$ cat src/rtl/audio_codec_pkg.sv
// Shared definitions for the audio codec path: default sample width,
// DAC serializer state encoding and the stereo sample pair layout.
package audio_codec_pkg;

    localparam int AUDIO_DATA_WIDTH = 24;

    typedef enum logic [1:0] {
        IDLE  = 2'd0,
        LEFT  = 2'd1,
        RIGHT = 2'd2
    } dac_state_t;

    typedef struct packed {
        logic [AUDIO_DATA_WIDTH-1:0] left;
        logic [AUDIO_DATA_WIDTH-1:0] right;
    } stereo_sample_t;

endpackage

$ cat src/rtl/sample_fifo.sv
// Small single-clock FIFO of stereo pairs. The head entry is presented
// combinationally so the consumer can load it in the same cycle it pops.
// Push while full and pop while empty are ignored.
module sample_fifo
    import audio_codec_pkg::*;
#(
    parameter int  FIFO_DEPTH = 4,
    parameter type elem_t     = stereo_sample_t,
    localparam int PTR_W      = (FIFO_DEPTH > 1) ? $clog2(FIFO_DEPTH) : 1,
    localparam int CNT_W      = $clog2(FIFO_DEPTH + 1)
) (
    input  logic             clk,
    input  logic             reset_n,
    input  logic             push,
    input  elem_t            push_data,
    input  logic             pop,
    output elem_t            head,
    output logic             empty,
    output logic [CNT_W-1:0] count
);

    elem_t            mem [FIFO_DEPTH];
    logic [PTR_W-1:0] wr_ptr_reg;
    logic [PTR_W-1:0] rd_ptr_reg;
    logic [CNT_W-1:0] count_reg;
    logic             full;
    logic             push_ok;
    logic             pop_ok;

    assign full    = (count_reg == CNT_W'(FIFO_DEPTH));
    assign empty   = (count_reg == '0);
    assign push_ok = push && !full;
    assign pop_ok  = pop && !empty;
    assign head    = mem[rd_ptr_reg];
    assign count   = count_reg;

    // Storage write; entries need no reset because count gates every read.
    always_ff @(posedge clk) begin
        if (push_ok) begin
            mem[wr_ptr_reg] <= push_data;
        end
    end

    // Pointers wrap naturally because the depth is a power of two.
    always_ff @(posedge clk or negedge reset_n) begin
        if (!reset_n) begin
            wr_ptr_reg <= '0;
            rd_ptr_reg <= '0;
            count_reg  <= '0;
        end else begin
            if (push_ok) begin
                wr_ptr_reg <= wr_ptr_reg + PTR_W'(1);
            end
            if (pop_ok) begin
                rd_ptr_reg <= rd_ptr_reg + PTR_W'(1);
            end
            case ({push_ok, pop_ok})
                2'b10:   count_reg <= count_reg + CNT_W'(1);
                2'b01:   count_reg <= count_reg - CNT_W'(1);
                default: count_reg <= count_reg;
            endcase
        end
    end

endmodule

$ cat src/rtl/audio_dac_serializer.sv
// I2S transmit serializer for the WM8731 DAC. Stereo pairs are buffered in
// a small FIFO and shifted out MSB-first on AUD_DACDAT, one BCLK after each
// DACLRCK edge, with BCLK/DACLRCK sampled into the clk domain.
// Build option: define DAC_UNDERFLOW_REPEAT_EN to repeat the last popped
// pair on underflow instead of sending silence.
module audio_dac_serializer
    import audio_codec_pkg::*;
#(
    parameter int DATA_WIDTH = AUDIO_DATA_WIDTH,
    parameter int FIFO_DEPTH = 4
) (
    input  logic                  clk,
    input  logic                  reset_n,
    input  logic                  write,
    input  logic [DATA_WIDTH-1:0] writedata_left,
    input  logic [DATA_WIDTH-1:0] writedata_right,
    output logic                  write_ready,
    input  logic                  AUD_BCLK,
    input  logic                  AUD_DACLRCK,
    output logic                  AUD_DACDAT,
    output logic                  underflow
);

    localparam int CNT_W  = $clog2(FIFO_DEPTH + 1);
    localparam int BCNT_W = $clog2(DATA_WIDTH + 1);

    // Same layout as stereo_sample_t, sized by this instance's DATA_WIDTH.
    typedef struct packed {
        logic [DATA_WIDTH-1:0] left;
        logic [DATA_WIDTH-1:0] right;
    } pair_t;

    // [0],[1] are the synchronizer stages, [2] is the history flop.
    logic [2:0] bclk_sync_reg;
    logic [2:0] lrck_sync_reg;
    logic       bclk_fall;
    logic       lrck_fall;
    logic       lrck_rise;

    dac_state_t state_reg;
    dac_state_t state_next;

    logic [DATA_WIDTH-1:0] shreg_l_reg;
    logic [DATA_WIDTH-1:0] shreg_r_reg;
    logic [BCNT_W-1:0]     bitcnt_reg;
    logic                  dacdat_reg;
    logic                  underflow_reg;

    pair_t             push_pair;
    pair_t             fifo_head;
    pair_t             load_pair;
    logic              fifo_push;
    logic              fifo_empty;
    logic [CNT_W-1:0]  fifo_count;

`ifdef DAC_UNDERFLOW_REPEAT_EN
    pair_t             last_pair_reg;
`endif

    assign write_ready = (fifo_count != CNT_W'(FIFO_DEPTH));
    assign fifo_push   = write && write_ready;
    assign push_pair   = {writedata_left, writedata_right};

    assign bclk_fall = bclk_sync_reg[2] & ~bclk_sync_reg[1];
    assign lrck_fall = lrck_sync_reg[2] & ~lrck_sync_reg[1];
    assign lrck_rise = ~lrck_sync_reg[2] & lrck_sync_reg[1];

    assign AUD_DACDAT = dacdat_reg;
    assign underflow  = underflow_reg;

    sample_fifo #(
        .FIFO_DEPTH (FIFO_DEPTH),
        .elem_t     (pair_t)
    ) u_fifo (
        .clk       (clk),
        .reset_n   (reset_n),
        .push      (fifo_push),
        .push_data (push_pair),
        .pop       (lrck_fall),
        .head      (fifo_head),
        .empty     (fifo_empty),
        .count     (fifo_count)
    );

    // Bring the codec clocks into the clk domain and keep one history sample.
    always_ff @(posedge clk or negedge reset_n) begin
        if (!reset_n) begin
            bclk_sync_reg <= '0;
            lrck_sync_reg <= '0;
        end else begin
            bclk_sync_reg <= {bclk_sync_reg[1:0], AUD_BCLK};
            lrck_sync_reg <= {lrck_sync_reg[1:0], AUD_DACLRCK};
        end
    end

    // Pair loaded at a left-frame start; an empty FIFO supplies the fill pair.
    always_comb begin
        load_pair = fifo_head;
        if (fifo_empty) begin
`ifdef DAC_UNDERFLOW_REPEAT_EN
            load_pair = last_pair_reg;
`else
            load_pair = '0;
`endif
        end
    end

`ifdef DAC_UNDERFLOW_REPEAT_EN
    // Remember the last real pair so an underflow can repeat it.
    always_ff @(posedge clk or negedge reset_n) begin
        if (!reset_n) begin
            last_pair_reg <= '0;
        end else if (lrck_fall && !fifo_empty) begin
            last_pair_reg <= fifo_head;
        end
    end
`endif

    // Frame state register.
    always_ff @(posedge clk or negedge reset_n) begin
        if (!reset_n) begin
            state_reg <= IDLE;
        end else begin
            state_reg <= state_next;
        end
    end

    // Next state: every LRCK fall starts a left channel, so alignment is
    // always left-first, and a rise only matters once in the left channel.
    always_comb begin
        state_next = state_reg;
        case (state_reg)
            IDLE: begin
                if (lrck_fall) begin
                    state_next = LEFT;
                end
            end
            LEFT: begin
                if (lrck_fall) begin
                    state_next = LEFT;
                end else if (lrck_rise) begin
                    state_next = RIGHT;
                end
            end
            RIGHT: begin
                if (lrck_fall) begin
                    state_next = LEFT;
                end
            end
            default: state_next = IDLE;
        endcase
    end

    // Channel loading, bit emission and underflow flag. An LRCK edge takes
    // priority over a coincident BCLK fall, which yields the one-BCLK delay.
    always_ff @(posedge clk or negedge reset_n) begin
        if (!reset_n) begin
            shreg_l_reg   <= '0;
            shreg_r_reg   <= '0;
            bitcnt_reg    <= '0;
            dacdat_reg    <= 1'b0;
            underflow_reg <= 1'b0;
        end else begin
            underflow_reg <= 1'b0;
            if (lrck_fall) begin
                shreg_l_reg   <= load_pair.left;
                shreg_r_reg   <= load_pair.right;
                bitcnt_reg    <= '0;
                underflow_reg <= fifo_empty;
            end else if (lrck_rise) begin
                if (state_reg == LEFT) begin
                    bitcnt_reg <= '0;
                end
            end else if (bclk_fall && (state_reg != IDLE)) begin
                if (bitcnt_reg < BCNT_W'(DATA_WIDTH)) begin
                    bitcnt_reg <= bitcnt_reg + BCNT_W'(1);
                    if (state_reg == LEFT) begin
                        dacdat_reg  <= shreg_l_reg[DATA_WIDTH-1];
                        shreg_l_reg <= {shreg_l_reg[DATA_WIDTH-2:0], 1'b0};
                    end else begin
                        dacdat_reg  <= shreg_r_reg[DATA_WIDTH-1];
                        shreg_r_reg <= {shreg_r_reg[DATA_WIDTH-2:0], 1'b0};
                    end
                end else begin
                    dacdat_reg <= 1'b0;
                end
            end
        end
    end

endmodule

$ cat config.mk
export PLATFORM = sky130hd
export DESIGN_NAME = audio_dac_serializer
export DESIGN_NICKNAME = d
export VERILOG_FILES = /design/src/rtl/audio_codec_pkg.sv /design/src/rtl/sample_fifo.sv /design/src/rtl/audio_dac_serializer.sv
export SDC_FILE = /design/constraint.sdc
export NUM_CORES = 1
export LEC_CHECK = 0
export ABC_AREA = 1
export CAP_MARGIN = 10
export CORE_MARGIN = 1
export CORE_UTILIZATION = 47
export DETAILED_ROUTE_END_ITERATION = 8
export MAX_ROUTING_LAYER = met4
export PLACE_DENSITY_LB_ADDON = 0.1
export RECOVER_POWER = 100
export SYNTH_ARGS = -nofsm -noshare
export SYNTH_HDL_FRONTEND = slang
export SYNTH_HIERARCHICAL = 1
export SYNTH_SLANG_ARGS = --single-unit
$ cat constraint.sdc
create_clock -name clk -period 10.22 [get_ports clk]
set_clock_uncertainty 0.1 [all_clocks]
set_input_delay 2.044 -clock clk [delete_from_list [all_inputs] [get_ports clk]]
set_output_delay 2.044 -clock clk [all_outputs]
set_load 0.01 [all_outputs]
==> metrics.txt, run 1 <==
status finished with violations; failing checks DRC, capacitance limit, slew limit; setup ws final roughly 4300 ps; max_slew headroom -1.683; wire length per cell roughly 16 microns; Synth Instances between 1000 and 1500; # resized after CTS 0; switching share of power 0.3398; Routed WL between 20000 and 25000 microns; max FFs per register roughly 190; Clock Power Share 0.271; most numerous cell in the Yosys netlist nand2_1; Fmax approximately 170 MHz; CTS tree built; final-stage net count between 1000 and 1500; pre-CTS setup slack ~5600 ps; post-route cell area between 10000 and 15000 sq um; number of global-route vias before repair 7165; syn avg cell area approximately 11 sq um; FILL cells approximately 2200; I/O pin cnt 56; # rows 57; mux contribution to synthesized area 0; GRT Residual Overflow 0; Tcrit/Tclk final 0.5771; Critical Path RT between 10000 and 15000 ps; Final Hold Slack 245.9 ps; Synth Cell Area 11600 sq um; Pwr Density roughly 260 nW/um^2; Pleak between 5 and 6 nW; slowest CP cell clkbuf_1; cell-internal power 2.246 mW; WS Path Type primary input to flip-flop; min Tclk post-route between 5000 and 6000 ps; NetSw approximately 1.2 mW; die height ~160 microns; Num CTS Buffers 29; RD Place Congestion roughly 0.76; first-pass iteration count of the detailed router 7; Core Region between 20000 and 25000 sq um; Synth top area share 0.4972; antenna violations before repair 0; CTS root buf clkbuf_16; Combinational Power Share 0.283; share of layout cells above drive strength 1 0.06079; post-synthesis sequential area ratio 0.6483; measured slew at the worst slew-check pin just over 4000 ps; Hold Path Class flip-flop to flip-flop; first-pass GRT wire length between 30000 and 40000 microns; # diodes 0; Total Power ~3.4 mW; number of synthesized flops with an enable pin 192; largest net degree at the start of global routing approximately 120; Worst R2R Setup Slack approximately 4500 ps; Final Hold Vio Count 0; htree depth 1; post-synthesis compound-gate area fraction 0.06744; Post-CTS Hold Buffers 0; Reg power frac 0.446; Commonest cells post-synth nand2_1, edfxtp_1, inv_1, o211ai_1, nand3_1; RSZ-0062 raised after global routing false; Antenna Nets Post-Route 0; placement-stage cell area about 12000 sq um; largest fanout on the critical path between 40 and 50; Post-synth ARST share 0.2672; HPWL after DPL roughly 12000 microns; flops & latches, synth 262; Port-buffer cells 55; critical path capture point type flip-flop; dominant synthesized flop cell edfxtp_1; DIE AREA around 25000 sq um; Peak VDD IR approximately 0.13 mV; WP data arrival about 5900 ps; remaining routing DRC violations 2; Setup Viol. Count Final 0; max-capacitance violation count 9; GRT Util Overall 0.1948; post-CTS setup buffers 0; crit path buf inv count 2; largest family of logic cells by synthesized area simple AND/OR/NAND/NOR gates; Critical Path Source write; Synth area leaders edfxtp_1, dfrtp_1, nand2_1, o211ai_1, inv_1; leading area contributor after synthesis edfxtp_1; setup TNS 0 ps; Critical R2R Launch lrck_sync_reg[1]; Initial Utilization 0.4782; Hold Crit Start lrck_sync_reg[0]; Setup crit start kind primary input; crit-path leading delay family buffers and inverters; CTS Sinks 262; slowest stage delay, CP between 2000 and 2500 ps; synth unique cells 28; cell chain of the critical path dlygate4sd3_1 -> a21boi_0 -> nand2_1 -> nor2_4 -> clkbuf_1; Synth Warn # 6; xor/xnor share of the synthesized area 0.001511; Die W 159.1 microns; area share of fa/ha/maj cells after synthesis 0.01144; Area Overhead vs Synth 11.56%; routed via count 7410; initial DRC count roughly 420; Clock Latency Late Sink about 550 ps; Synth Area in Simple Gates 0.1869; vias per cell slightly above 5; fin. max-slew vios ~500; clock slew at reported path FFs 60 ps; Clock Tree Buf Depth 3; Synth Net Count roughly 1100
[worst paths after layout]
kind	depth (start not counted)	endpoint
max in group asynchronous	1	u_fifo/rd_ptr_reg[1]
min in group asynchronous	1	u_fifo/wr_ptr_reg[0]
worst min-delay path	0	lrck_sync_reg[1]
worst min register to register	0	lrck_sync_reg[1]
worst max register to register	7	shreg_r_reg[22]
worst max-delay path	5	u_fifo/mem[0][45]
[per-stage QoR]
step	utilization	cells
global route	0.5335	1459
global placement	0.5013	1408
CTS	0.5360	1459
detailed placement	0.5013	1408
floorplan	-	1083
finish	0.5335	1459
[layer usage]
layer | global-route usage | up-vias | part of all wire
li1 | - | 3713 | -
met1 | 0.2699 | 3523 | 0.48
met2 | 0.3062 | 132 | 0.47
met3 | 0.02657 | 42 | 0.035
met4 | 0.04589 | 0 | 0.020
met5 | - | - | 0
[layout make-up]
class                           instances  area [sq um]  share of cell area
Clock buffer                           34         744.5             0.05755
Clock inverter                         17         96.34            0.007448
Inverter                              129         486.7             0.03762
Multi-Input combinational cell        630          3099              0.2396
Sequential cell                       262          7518              0.5812
Tap cell                              324         405.4             0.03134
Timing Repair Buffer                   63         585.6             0.04527
[power groups by stage]
stage	Clock [mW]	Sequential [mW]	Combinational, mW
2_1_floorplan	0	1.51	0.804
3_3_place_gp	0	1.52	0.974
3_5_place_dp	0	1.52	0.991
4_1_cts	0.947	1.50	0.992
5_1_grt	0.994	1.54	1.11
6_report	0.922	1.52	0.964
[cells by family (layout without fill, tap and decap cells)]
logic type	count (synthesis)	in the layout
adders and majority gates	10	10
DFF	262	262
AOI/OAI and AO/OA	105	105
xor gates and xnor gates	2	2
and+or+nand+nor	513	513
buffers and inverters	191	243
[placed cells by master, fill, tap and decap left out, drive strengths merged, types with 3 or more instances in the layout]
cell,n
buf,3
nand3,87
clkinv,14
clkinvlp,4
nand2,386
nand4,25
nor2,14
dfrtp,70
inv,128
ha,9
o211ai,96
clkbuf,40
a21oi,3
edfxtp,192
dlygate4sd3,54
o21ai,4
No activity file was read; power rests on OpenSTA's default activity.
==> run 2, diff against run 1 <==
==> constraint.sdc (replaced) <==
create_clock -name clk -period 5 [get_ports clk]
set_clock_uncertainty 0.1 [all_clocks]
set_input_delay 1 -clock clk [delete_from_list [all_inputs] [get_ports clk]]
set_output_delay 1 -clock clk [all_outputs]
set_load 0.01 [all_outputs]
==> run 2 against run 1 <==
The run still ends with DRC, capacitance limit, slew limit left. Largest power group unchanged. Wire length is 2.9% lower. Clock power grew 130%. Setup slack lost 2800 ps. Combinational power rose by 100%. Core utilization rose by 0.67 points. Worst hold slack improved by 5.6 ps.
==> metrics.txt, run 2 (synthesized netlist as in run 1, its figures left out) <==
Post-CTS Hold Buffers 0 (unchanged); max_slew headroom -0.6806 (was -1.683); max FFs per register 192 (unchanged); fin. max-slew vios 269 (was 499); storage element area 7518 sq um (unchanged); I/O pin cnt 56 (unchanged); wire length per cell 15.12 microns (was 15.61 microns); failing checks DRC, capacitance limit, slew limit (unchanged); final-stage net count 1179 (was 1178); initial DRC count 406 (was 421); share of layout cells above drive strength 1 0.07375 (was 0.06079); Tcrit/Tclk final 0.6956; Worst R2R Setup Slack 1640 ps (was 4450 ps); Num CTS Buffers 29 (unchanged); FILL cells 2142 (was 2187); Setup Viol. Count Final 0 (unchanged); depth of the worst register-to-register path 8 (was 7); Core Region 24250 sq um (unchanged); critical path capture point type flip-flop (unchanged); # diodes 0 (unchanged); Hold Crit Start bclk_sync_reg[0] (was lrck_sync_reg[0]); Die W 159.1 microns (unchanged); GRT Residual Overflow 0 (unchanged); Area Overhead vs Synth 12.95% (was 11.56%); # rows 57 (unchanged); post-CTS setup buffers 0 (unchanged); GRT Util Overall 0.1887 (was 0.1948); status finished with violations (unchanged); RSZ-0062 raised after global routing false (unchanged); most frequent cells in the layout nand2_1, edfxtp_1, inv_1, o211ai_1, nand3_1 (unchanged); CTS tree built (unchanged); Pleak 5.703 nW (was 5.602 nW); Final Hold Vio Count 0 (unchanged); Total Power 7.137 mW (was 3.402 mW); Setup crit start kind primary input (unchanged); CTS root buf clkbuf_16 (unchanged); Port-buffer cells 55 (unchanged); Antenna Nets Post-Route 0 (unchanged); measured slew at the worst slew-check pin 2521 ps (was 4025 ps); number of global-route vias before repair 7017 (was 7165); Critical Path RT 5030 ps (was 10200 ps); Initial Utilization 0.4782 (unchanged); Pwr Density 544.9 nW/um^2 (was 263.0 nW/um^2); antenna violations before repair 0 (unchanged); min Tclk post-route 3478 ps; Fmax between 200 and 300 MHz; largest net degree at the start of global routing 92 (was 117); clock slew at reported path FFs 60 ps (about the same); # resized after CTS 0 (unchanged); routed via count 7299 (was 7410); commonest non-fill, non-tap cell in the layout nand2_1 (unchanged); largest fanout on the critical path 48 (unchanged); WHS Path Cells 0 (unchanged); htree depth 1 (unchanged); Peak VDD IR 0.3032 mV (was 0.1331 mV); Critical R2R Launch lrck_sync_reg[1] (unchanged); setup TNS 0 ps (unchanged); Critical Path Source write (unchanged); Clock Latency Late Sink 540 ps (was 550 ps); CTS Sinks 262 (unchanged); Min-Delay Endpoint bclk_sync_reg[1] (was lrck_sync_reg[1]); reg2reg end bitcnt_reg[4] (was shreg_r_reg[22]); WP data arrival 3510 ps (was 5880 ps); Routed WL 22120 microns (was 22770 microns); remaining routing DRC violations 2 (unchanged); vias per cell 4.989 (was 5.079); DIE AREA 25300 sq um (unchanged); WS Path Type primary input to flip-flop (unchanged); first-pass GRT wire length 37100 microns (was 38490 microns); Clock Tree Buf Depth 3 (unchanged); max-capacitance violation count 5 (was 9); HPWL after DPL 11910 microns (was 12260 microns); RD Place Congestion 0.7724 (was 0.7620); Hold Path Class flip-flop to flip-flop (unchanged); first-pass iteration count of the detailed router 6 (was 7); die height 159.1 microns (unchanged); Multi-input gate area 3129 sq um (was 3099 sq um)
[run 2: power by group]
group / switching [mW] / total (mW) / internal [mW]
Clock: 0.825 / 2.10 / 1.28
Sequential: 0.182 / 3.08 / 2.90
Combinational: 1.35 / 1.96 / 0.604
Total: 2.36 / 7.14 / 4.78
[run 2: worst max path at each step]
| stage | end | slack, ps |
|---|---|---|
| after floorplan | u_fifo/mem[0][0] | 950 |
| after global placement | u_fifo/mem[2][45] | 1540 |
| after detailed placement | u_fifo/mem[0][46] | 1520 |
| after CTS | u_fifo/mem[0][31] | 2070 |
| after global routing | u_fifo/mem[0][31] | 1250 |
| final | u_fifo/mem[2][31] | 1520 |
[run 2: routing by layer]
layer / routed length [microns] / up-vias / track usage
li1: - / 3719 / -
met3: 942 / 27 / 0.02917
met2: 10300 / 121 / 0.2972
met4: 334 / 0 / 0.04414
met1: 10540 / 3432 / 0.2587
met5: 0 / - / -
[run 2: through the flow]
step | hold slack [ps] | instance area, sq um | util | cells | setup slack, ps
finish | 251.4 | 13100 | 0.5401 | 1463 | 1522
global route | 264.9 | 13100 | 0.5401 | 1463 | 1254
CTS | 252.6 | 13120 | 0.5409 | 1463 | 2074
detailed placement | 241.2 | 12160 | 0.5016 | 1409 | 1517
global placement | 245.0 | 12160 | 0.5016 | 1409 | 1541
floorplan | 231.2 | 11600 | - | 1083 | 947.3
[run 2: cell type report]
class,instances,share of cell area
Multi-Input combinational cell,630,0.2389
Inverter,129,0.03754
Clock buffer,33,0.05732
Sequential cell,262,0.5740
Tap cell,324,0.03095
Timing Repair Buffer,64,0.04576
Clock inverter,21,0.01548
[run 2: worst max-delay path, stage by stage]
cell and delay, ps:
dlygate4sd3_1 510, a21boi_0 300, nand2_1 370, nor2_4 160, clkbuf_2 1140
